## config.mk

```make
export PLATFORM = sky130hd
export DESIGN_NAME = load_arbiter
export DESIGN_NICKNAME = d
export VERILOG_FILES = /design/src/rtl/load_arbiter_pkg.sv /design/src/rtl/load_arbiter_rr_pick.sv /design/src/rtl/load_arbiter.sv
export SDC_FILE = /design/constraint.sdc
export NUM_CORES = 1
export LEC_CHECK = 0
export ABC_CLOCK_PERIOD_IN_PS = 2500
export CAP_MARGIN = 10
export CORE_UTILIZATION = 35
export DETAILED_ROUTE_END_ITERATION = 16
export GPL_ROUTABILITY_DRIVEN = 1
export PLACE_DENSITY = 0.74
export SETUP_SLACK_MARGIN = 0.4
export SYNTH_ARGS = -nofsm -noshare
export SYNTH_HDL_FRONTEND = slang
export SYNTH_SLANG_ARGS = --single-unit
```

## constraint.sdc

```tcl
create_clock -name clk -period 2.5 [get_ports clk]
set_clock_uncertainty 0.15 [all_clocks]
set_input_delay 0.75 -clock clk [delete_from_list [all_inputs] [get_ports clk]]
set_output_delay 0.75 -clock clk [all_outputs]
set_load 0.02 [all_outputs]
```

## src/rtl/load_arbiter_pkg.sv

```systemverilog
// rtl/load_arbiter_pkg.sv - shared constants and FSM encoding for the load arbiter
package load_arbiter_pkg;

   localparam int DEF_NREQ      = 4;
   localparam int DEF_WIDTH     = 8;
   localparam int DEF_MAX_BURST = 4;

   typedef enum logic {
      ST_IDLE = 1'b0,
      ST_OWN  = 1'b1
   } arb_state_e;

endpackage

```

## src/rtl/load_arbiter_rr_pick.sv

```systemverilog
// rtl/load_arbiter_rr_pick.sv - round-robin search starting one past ptr
module rr_pick
   import load_arbiter_pkg::*;
#(
   parameter int NREQ = DEF_NREQ
) (
   input  logic [NREQ-1:0]         req,
   input  logic [$clog2(NREQ)-1:0] ptr,
   output logic                    valid,
   output logic [$clog2(NREQ)-1:0] index
);

   localparam int IW = $clog2(NREQ);

   // Walk the search order backwards so the last hit is the first in round-robin order.
   always_comb begin
      logic [IW-1:0] cand;
      valid = 1'b0;
      index = '0;
      cand  = '0;
      for (int i = NREQ; i >= 1; i--) begin
         cand = IW'((int'(ptr) + i) % NREQ);
         if (req[cand]) begin
            valid = 1'b1;
            index = cand;
         end
      end
   end

endmodule

```

## src/rtl/load_arbiter.sv

```systemverilog
// rtl/load_arbiter.sv - round-robin arbiter with bounded bursts driving a shared loadable register
module load_arbiter
   import load_arbiter_pkg::*;
#(
   parameter int NREQ      = DEF_NREQ,
   parameter int WIDTH     = DEF_WIDTH,
   parameter int MAX_BURST = DEF_MAX_BURST
) (
   input  logic                    clk,
   input  logic                    rst,
   input  logic [NREQ-1:0]         req,
   input  logic [NREQ*WIDTH-1:0]   data,
   output logic [NREQ-1:0]         ack,
   output logic                    load,
   output logic [WIDTH-1:0]        d_in,
   output logic [$clog2(NREQ)-1:0] grant_id
);

   localparam int IW = $clog2(NREQ);
   localparam int BW = (MAX_BURST > 1) ? $clog2(MAX_BURST) : 1;
   localparam logic [BW-1:0] BURST_LAST = BW'(MAX_BURST - 1);
   localparam logic [NREQ-1:0] ONE_HOT0 = NREQ'(1);

   arb_state_e       state;
   arb_state_e       state_next;
   logic [IW-1:0]    ptr;
   logic [BW-1:0]    burst_cnt;

   logic             rr_valid;
   logic [IW-1:0]    rr_index;
   logic             grant;
   logic [IW-1:0]    grant_idx;
   logic [BW-1:0]    burst_next;
   logic             owner_req;
   logic             others_req;
   logic [WIDTH-1:0] data_arr [NREQ];

   rr_pick #(
      .NREQ (NREQ)
   ) u_rr_pick (
      .req   (req),
      .ptr   (ptr),
      .valid (rr_valid),
      .index (rr_index)
   );

   always_comb begin
      for (int i = 0; i < NREQ; i++) begin
         data_arr[i] = data[i*WIDTH +: WIDTH];
      end
   end

   always_ff @(posedge clk) begin
      if (rst) begin
         state <= ST_IDLE;
      end else begin
         state <= state_next;
      end
   end

   always_comb begin
      state_next = state;
      case (state)
         ST_IDLE: if (|req)  state_next = ST_OWN;
         ST_OWN:  if (!(|req)) state_next = ST_IDLE;
         default: state_next = ST_IDLE;
      endcase
   end

   // In OWN, ptr equals grant_id, so the rr search naturally visits the owner last.
   always_comb begin
      owner_req  = (state == ST_OWN) && req[grant_id];
      others_req = |(req & ~(ONE_HOT0 << grant_id));
      grant      = 1'b0;
      grant_idx  = rr_index;
      burst_next = burst_cnt;
      if (owner_req && (burst_cnt < BURST_LAST)) begin
         grant      = 1'b1;
         grant_idx  = grant_id;
         burst_next = burst_cnt + 1'b1;
      end else if (owner_req && !others_req) begin
         grant      = 1'b1;
         grant_idx  = grant_id;
         burst_next = burst_cnt;
      end else if (rr_valid) begin
         grant      = 1'b1;
         grant_idx  = rr_index;
         burst_next = '0;
      end
   end

   always_ff @(posedge clk) begin
      if (rst) begin
         ptr       <= IW'(NREQ - 1);
         burst_cnt <= '0;
         ack       <= '0;
         load      <= 1'b0;
         d_in      <= '0;
         grant_id  <= '0;
      end else begin
         load <= grant;
         ack  <= grant ? (ONE_HOT0 << grant_idx) : '0;
         if (grant) begin
            ptr       <= grant_idx;
            grant_id  <= grant_idx;
            d_in      <= data_arr[grant_idx];
            burst_cnt <= burst_next;
         end
      end
   end

endmodule

```

---- After elaboration in Yosys (flattened, before gate mapping) ----
Cells that the tools add are included.
word-level totals
  bits in registers ....................... 20
  latch bits .............................. 0
  RAM bits ................................ 0
  bits in read-only memories .............. 0
  output and inout bits ................... 15
  logic and storage cells ................. 65
  memories kept ........................... 0
cells by class
  $add $sub $neg .......................... 5
  multiply operators ...................... 0
  div/mod/pow operators ................... 0
  order comparisons ....................... 7
  equal/unequal tests ..................... 1
  shift-type cells ........................ 2
  multiplexer cells ....................... 30
  bitwise gates (word level) .............. 4
  reduce and logical (&&, ||, !) cells .... 9
operators with widths
  kind                                                                           number
  2-bit 2-to-1 mux                                                               9
  8-bit binary-select mux with 2-bit select                                      1
  8-bit 2-to-1 mux                                                               2
  2-bit by 3-bit less-than comparator with 1-bit output (second input constant)  5
  1-bit 2-to-1 mux                                                               13
  1-bit binary-select mux with 2-bit select                                      5
  4-bit OR reduction                                                             2
  1-bit by 2-bit << shifter with 4-bit output (first input constant)             2
  2-bit by 1-bit adder with 2-bit output (second input constant)                 3
  2-bit adder (second input constant)                                            2
  4-bit bitwise AND                                                              1
  4-bit NOT                                                                      1
  3-bit greater-or-equal comparator (second input constant)                      1
  1-bit logical AND                                                              3
  2-bit NOT with 3-bit output                                                    1
  3-bit AND reduction                                                            1
  2-bit less-than comparator (second input constant)                             1
  2-bit inequality test (second input constant)                                  1
  2-bit nonzero test                                                             1
  2-bit OR reduction                                                             1
  1-bit zero test                                                                1
  1-bit NOT                                                                      1

---- Depth between registers and ports, before layout ----
  depth in word-level cells ............... 13
  mapped depth ............................ 7

---- Modules after synthesis ----
From an unflattened synthesis, not the netlist that was laid out.
unflattened totals
  cell total of the unflattened synthesis .. 124
  area, all modules ....................... 1193.6 um^2
modules (own cells, without submodules)
  module        times used  cells each  area an instance (um^2)  sequential area each (um^2)
  load_arbiter  1           110         1102.3                   400.4
  rr_pick       1           14          91.3                     0.0

---- Least setup slack after synthesis ----
Ideal clock, no wire load.
  path kind ............................... input to register
  start ................................... input port req[1]
  end ..................................... register d_in[6]
  setup time .............................. 0.132 ns
  arrival time ............................ 2.436 ns
  path slack .............................. -0.218 ns
  stages .................................. 7
  cells stage by stage .................... mux4_1 -> and2_1 -> o31ai_2 -> mux2i_1 -> buf_2 -> mux2i_1 -> o221ai_2
on the way
  cells in the longest elaborated chain, start to end .. 12
  elaborated cells between the ends (all ways) .. 33
  those cells by class .................... mux: 26; bitwise: 2; reduce/logical: 5
RTL lines
  item                                                  line                        source
  start, declared                                       load_arbiter.sv:11          input logic [NREQ-1:0] req,
  1-bit binary-select mux with 2-bit select             load_arbiter_rr_pick.sv:23  if (req[cand]) begin
  1-bit 2-to-1 mux (not written as such)                load_arbiter_rr_pick.sv:23
  2-bit 2-to-1 mux (4 in series)                        load_arbiter_rr_pick.sv:23
  2-bit 2-to-1 mux                                      load_arbiter.sv:81          end else if (owner_req && !others_req) begin
  2-bit 2-to-1 mux                                      load_arbiter.sv:77          if (owner_req && (burst_cnt < BURST_LAST)) begin
  2-bit NOT with 3-bit output (not written as such)     load_arbiter.sv:106         d_in <= data_arr[grant_idx];
  8-bit binary-select mux with 2-bit select             load_arbiter.sv:106
  8-bit 2-to-1 mux (not written as such) (2 in series)  load_arbiter.sv:106
  end signal, assigned                                  load_arbiter.sv:106
  end, declared                                         load_arbiter.sv:15          output logic [WIDTH-1:0] d_in,
Parallel ways exist; a longest one is shown, timed or not. The select of a mux whose other input is x is not followed.
A chain may end at the register's enable or synchronous reset.

---- Worst setup path in the final report ----
Same ends and word-level chain as after synthesis.

==> qor.csv <==
stage,metric,value,unit
route,first_pass_iters,10,
setup_path,reg2reg_slack,0.07,ns
route,antenna_left,0,
sta,setup_ws,-0.0132,ns
route,wl_met3,180,um
clock_network,hold_buffers,0,
run,maxCapViolCount,0,
setup_path,reg2regPathDepth,6,
final_layout,fillers,199,
sta,period_needed,2.51,ns
run_status,violations,"DRC, setup timing",
final_layout,final_cell_area,2010,sq um
sta,rsz0062_at_grt,yes,
route,totalWireLength,3240,um
synthesis,syn_area_per_cell,9.97,sq um
grt,overflow,0,
synthesis,synth_area,1070,sq um
setup_path,path_delay_family,simple AND/OR/NAND/NOR gates,
grt,antenna_found_initial,0,
hold_path,hp-class,register to register,
synthesis,synth_fp_nets,146,
synthesis,synth_seq_cells,20,
grt,grt_max_degree,18,
synthesis,async_reset_ff_frac,0,
clock_network,cts_tree,built,
sta,slew_viol_final,0,
hold_path,hold_path_startpoint,d_in[0]$_SDFFE_PP0P_,
setup_path,crit_slowest_cell,or4b_4,
setup_path,path_cells,"buf_8, or4b_4, o22ai_4, o31ai_4, mux2_4, or3_4, o221ai_2",
power,p_leak,0.862,nW
final_layout,antenna-diode-count,0,
floorplan,io_pins,53,
grt,grt_pass1_vias,1204,
route,drc_errors,1,
route,routed-wl-met2,1660,um
setup_path,crit_start,req[1],
clock_network,clk_path_buf_depth,2,
hold_path,min_to,d_in[0]$_SDFFE_PP0P_,
setup_path,arrival,2.60,ns
clock_network,cts.sinks,20,
route,routedLengthMet1,1330,um
setup_path,r2r-end,d_in[6]$_SDFFE_PP0P_,
route,routedWlPerCell,15.2,um
sta,hold_violations,0,
final_layout,drive_above_1_share,0.350,
synthesis,synth-seq-area-share,0.375,
clock_network,cts.root.buffer_cell,clkbuf_4,
route,via_per_inst,5.37,
sta,fin_crit_sh,1.01,
synthesis,synthDistinctLibCells,32,
hold_path,whs_path_depth,2,
power,vdd_drop_max,0.404,mV
synthesis,synth_edf_count,0,
route,dr_total_vias,1149,
final_layout,final_common_cell,clkdlybuf4s50_1,
clock_network,cts_made_buffers,3,
setup_path,cp_max_fo,5,
power,powerDensity,577,nW/um^2
setup_path,end_kind,register,
floorplan,start_util,0.377,
run_status,status,"finished, violations left",
final_layout,fin_nets,223,
power,power,1.16,mW
floorplan,die_area,3270,sq um
final_layout,area.growth.synth_to_final,87.9,%
route,top_layer,met4,
clock_network,worstSkewPairLatency,0.30,ns
synthesis,synth_ff_type,dfxtp_1,
floorplan,die_h,57.2,um
sta,setup_viol,2,
setup_path,path_buf_inv,1,
setup_path,cp.required,2.59,ns
sta,fmax,398,MHz
setup_path,crit_type,input port to register,
floorplan,die_w,57.2,um
setup_path,path_depth,7,
setup_path,regToRegStartpoint,grant_id[1]$_SDFFE_PP0P_,
final_layout,final_cell_mix,"clkdlybuf4s50_1 (33), dfxtp_1 (19), buf_4 (16)",
floorplan,core,2830,sq um
sta,tightestPinTransition,0.410,ns
grt,grt_pass1_wl,5310,um
placed_design,dp_hpwl,2280,um
setup_path,cpPeakStageDelay,0.52,ns
placed_design,place_area,1760,sq um
setup_path,start_kind,input port,
sta,slew_headroom,0.726,
grt,grt_usage,0.211,
route,drt_iter0_drc,24,
synthesis,postSynthCellCount,107,
floorplan,row_count,19,
sta,fin_setup_tns,-0.0147,ns
synthesis,synth_warnings,0,
placed_design,place.gp.congestion,0.789,
clock_network,clkTransAtPathRegs,0.11,ns
clock_network,htree_levels,1,
placed_design,io_buffer_count,52,
-- metrics by stage --
step	worst slack [ns]	utilization	std cells	hold slack (ns)
after global routing	-0.0834	0.709	214	0.390
after detailed placement	-0.867	0.623	204	0.338
after CTS	-0.0446	0.681	213	0.372
after global placement	-0.784	0.623	204	0.327
after floorplan	-0.193	-	107	0.308
final	-0.0132	0.709	214	0.373
-- cells by family (layout without fill, tap and decap cells) --
logic type / after synthesis / after routing / synth area share
muxes: 22 / 22 / 0.227
adders and majority gates: 1 / 1 / 0.0117
and+or+nand+nor: 34 / 35 / 0.186
AOI/OAI and AO/OA: 21 / 21 / 0.158
DFF: 20 / 20 / 0.375
buffers and inverters: 9 / 84 / 0.0410
-- how the worst max path moves through the flow --
stage                                end  slack [ns]
floorplan           d_in[6]$_SDFFE_PP0P_       -0.19
global placement    d_in[6]$_SDFFE_PP0P_       -0.78
detailed placement  d_in[7]$_SDFFE_PP0P_       -0.87
CTS                 d_in[6]$_SDFFE_PP0P_       -0.04
global route        d_in[6]$_SDFFE_PP0P_       -0.08
finish              d_in[6]$_SDFFE_PP0P_       -0.01
-- routing by layer --
layer	up-vias	GRT usage
met3	8	0.0363
met5	-	0
met1	534	0.235
li1	560	-
met4	0	0.118
met2	47	0.380
-- layout make-up --
type / instances / area, sq um / share of cell area
inverters: 4 / 15.0 / 0.00749
multi-input cells: 79 / 790 / 0.394
clock buffers: 3 / 22.5 / 0.0112
clock inverters: 1 / 30.0 / 0.0150
well taps: 31 / 38.8 / 0.0193
repair buffers: 76 / 708 / 0.353
flip-flops and latches: 20 / 402 / 0.200
-- Yosys cell counts, types with 2 or more instances --
master,count,share of area
buf_2,2,0.0094
inv_1,4,0.014
nand2_1,4,0.014
a21oi_1,7,0.033
clkbuf_1,2,0.0070
nand3b_1,8,0.056
o221ai_1,8,0.066
nor2_1,11,0.039
mux2i_1,19,0.18
dfxtp_1,20,0.38
-- repair_timing --
action	4_1_cts	5_1_grt
setup endpoints to repair	33	19
pin swaps	9	9
gates cloned	3	0
setup buffers	2	1
resized for setup	62	16
-- worst register-to-register path, delay by kind of cell, from the launching register on --
| family | cells | cell delay [ns] |
|---|---|---|
| flip-flops | 1 | 0.41 |
| AND/OR/NAND/NOR | 2 | 0.77 |
| AO/OA/AOI/OAI | 2 | 0.33 |
| multiplexers | 2 | 0.70 |
-- state kept, by name (all words and copies together) (netlist names) --
name / cells
grant_id: 2
ptr: 2
d_in: 8
state: 1
burst_cnt: 2
load: 1
ack: 4
-- where the power goes --
part	internal [mW]	switching [mW]	leakage, nW	total (mW)
logic	0.277	0.228	0.668	0.504
registers	0.363	0.0267	0.166	0.390
clock network	0.162	0.101	0.0279	0.263
total	0.802	0.355	0.862	1.16
Power figures use the tool's default switching activity.
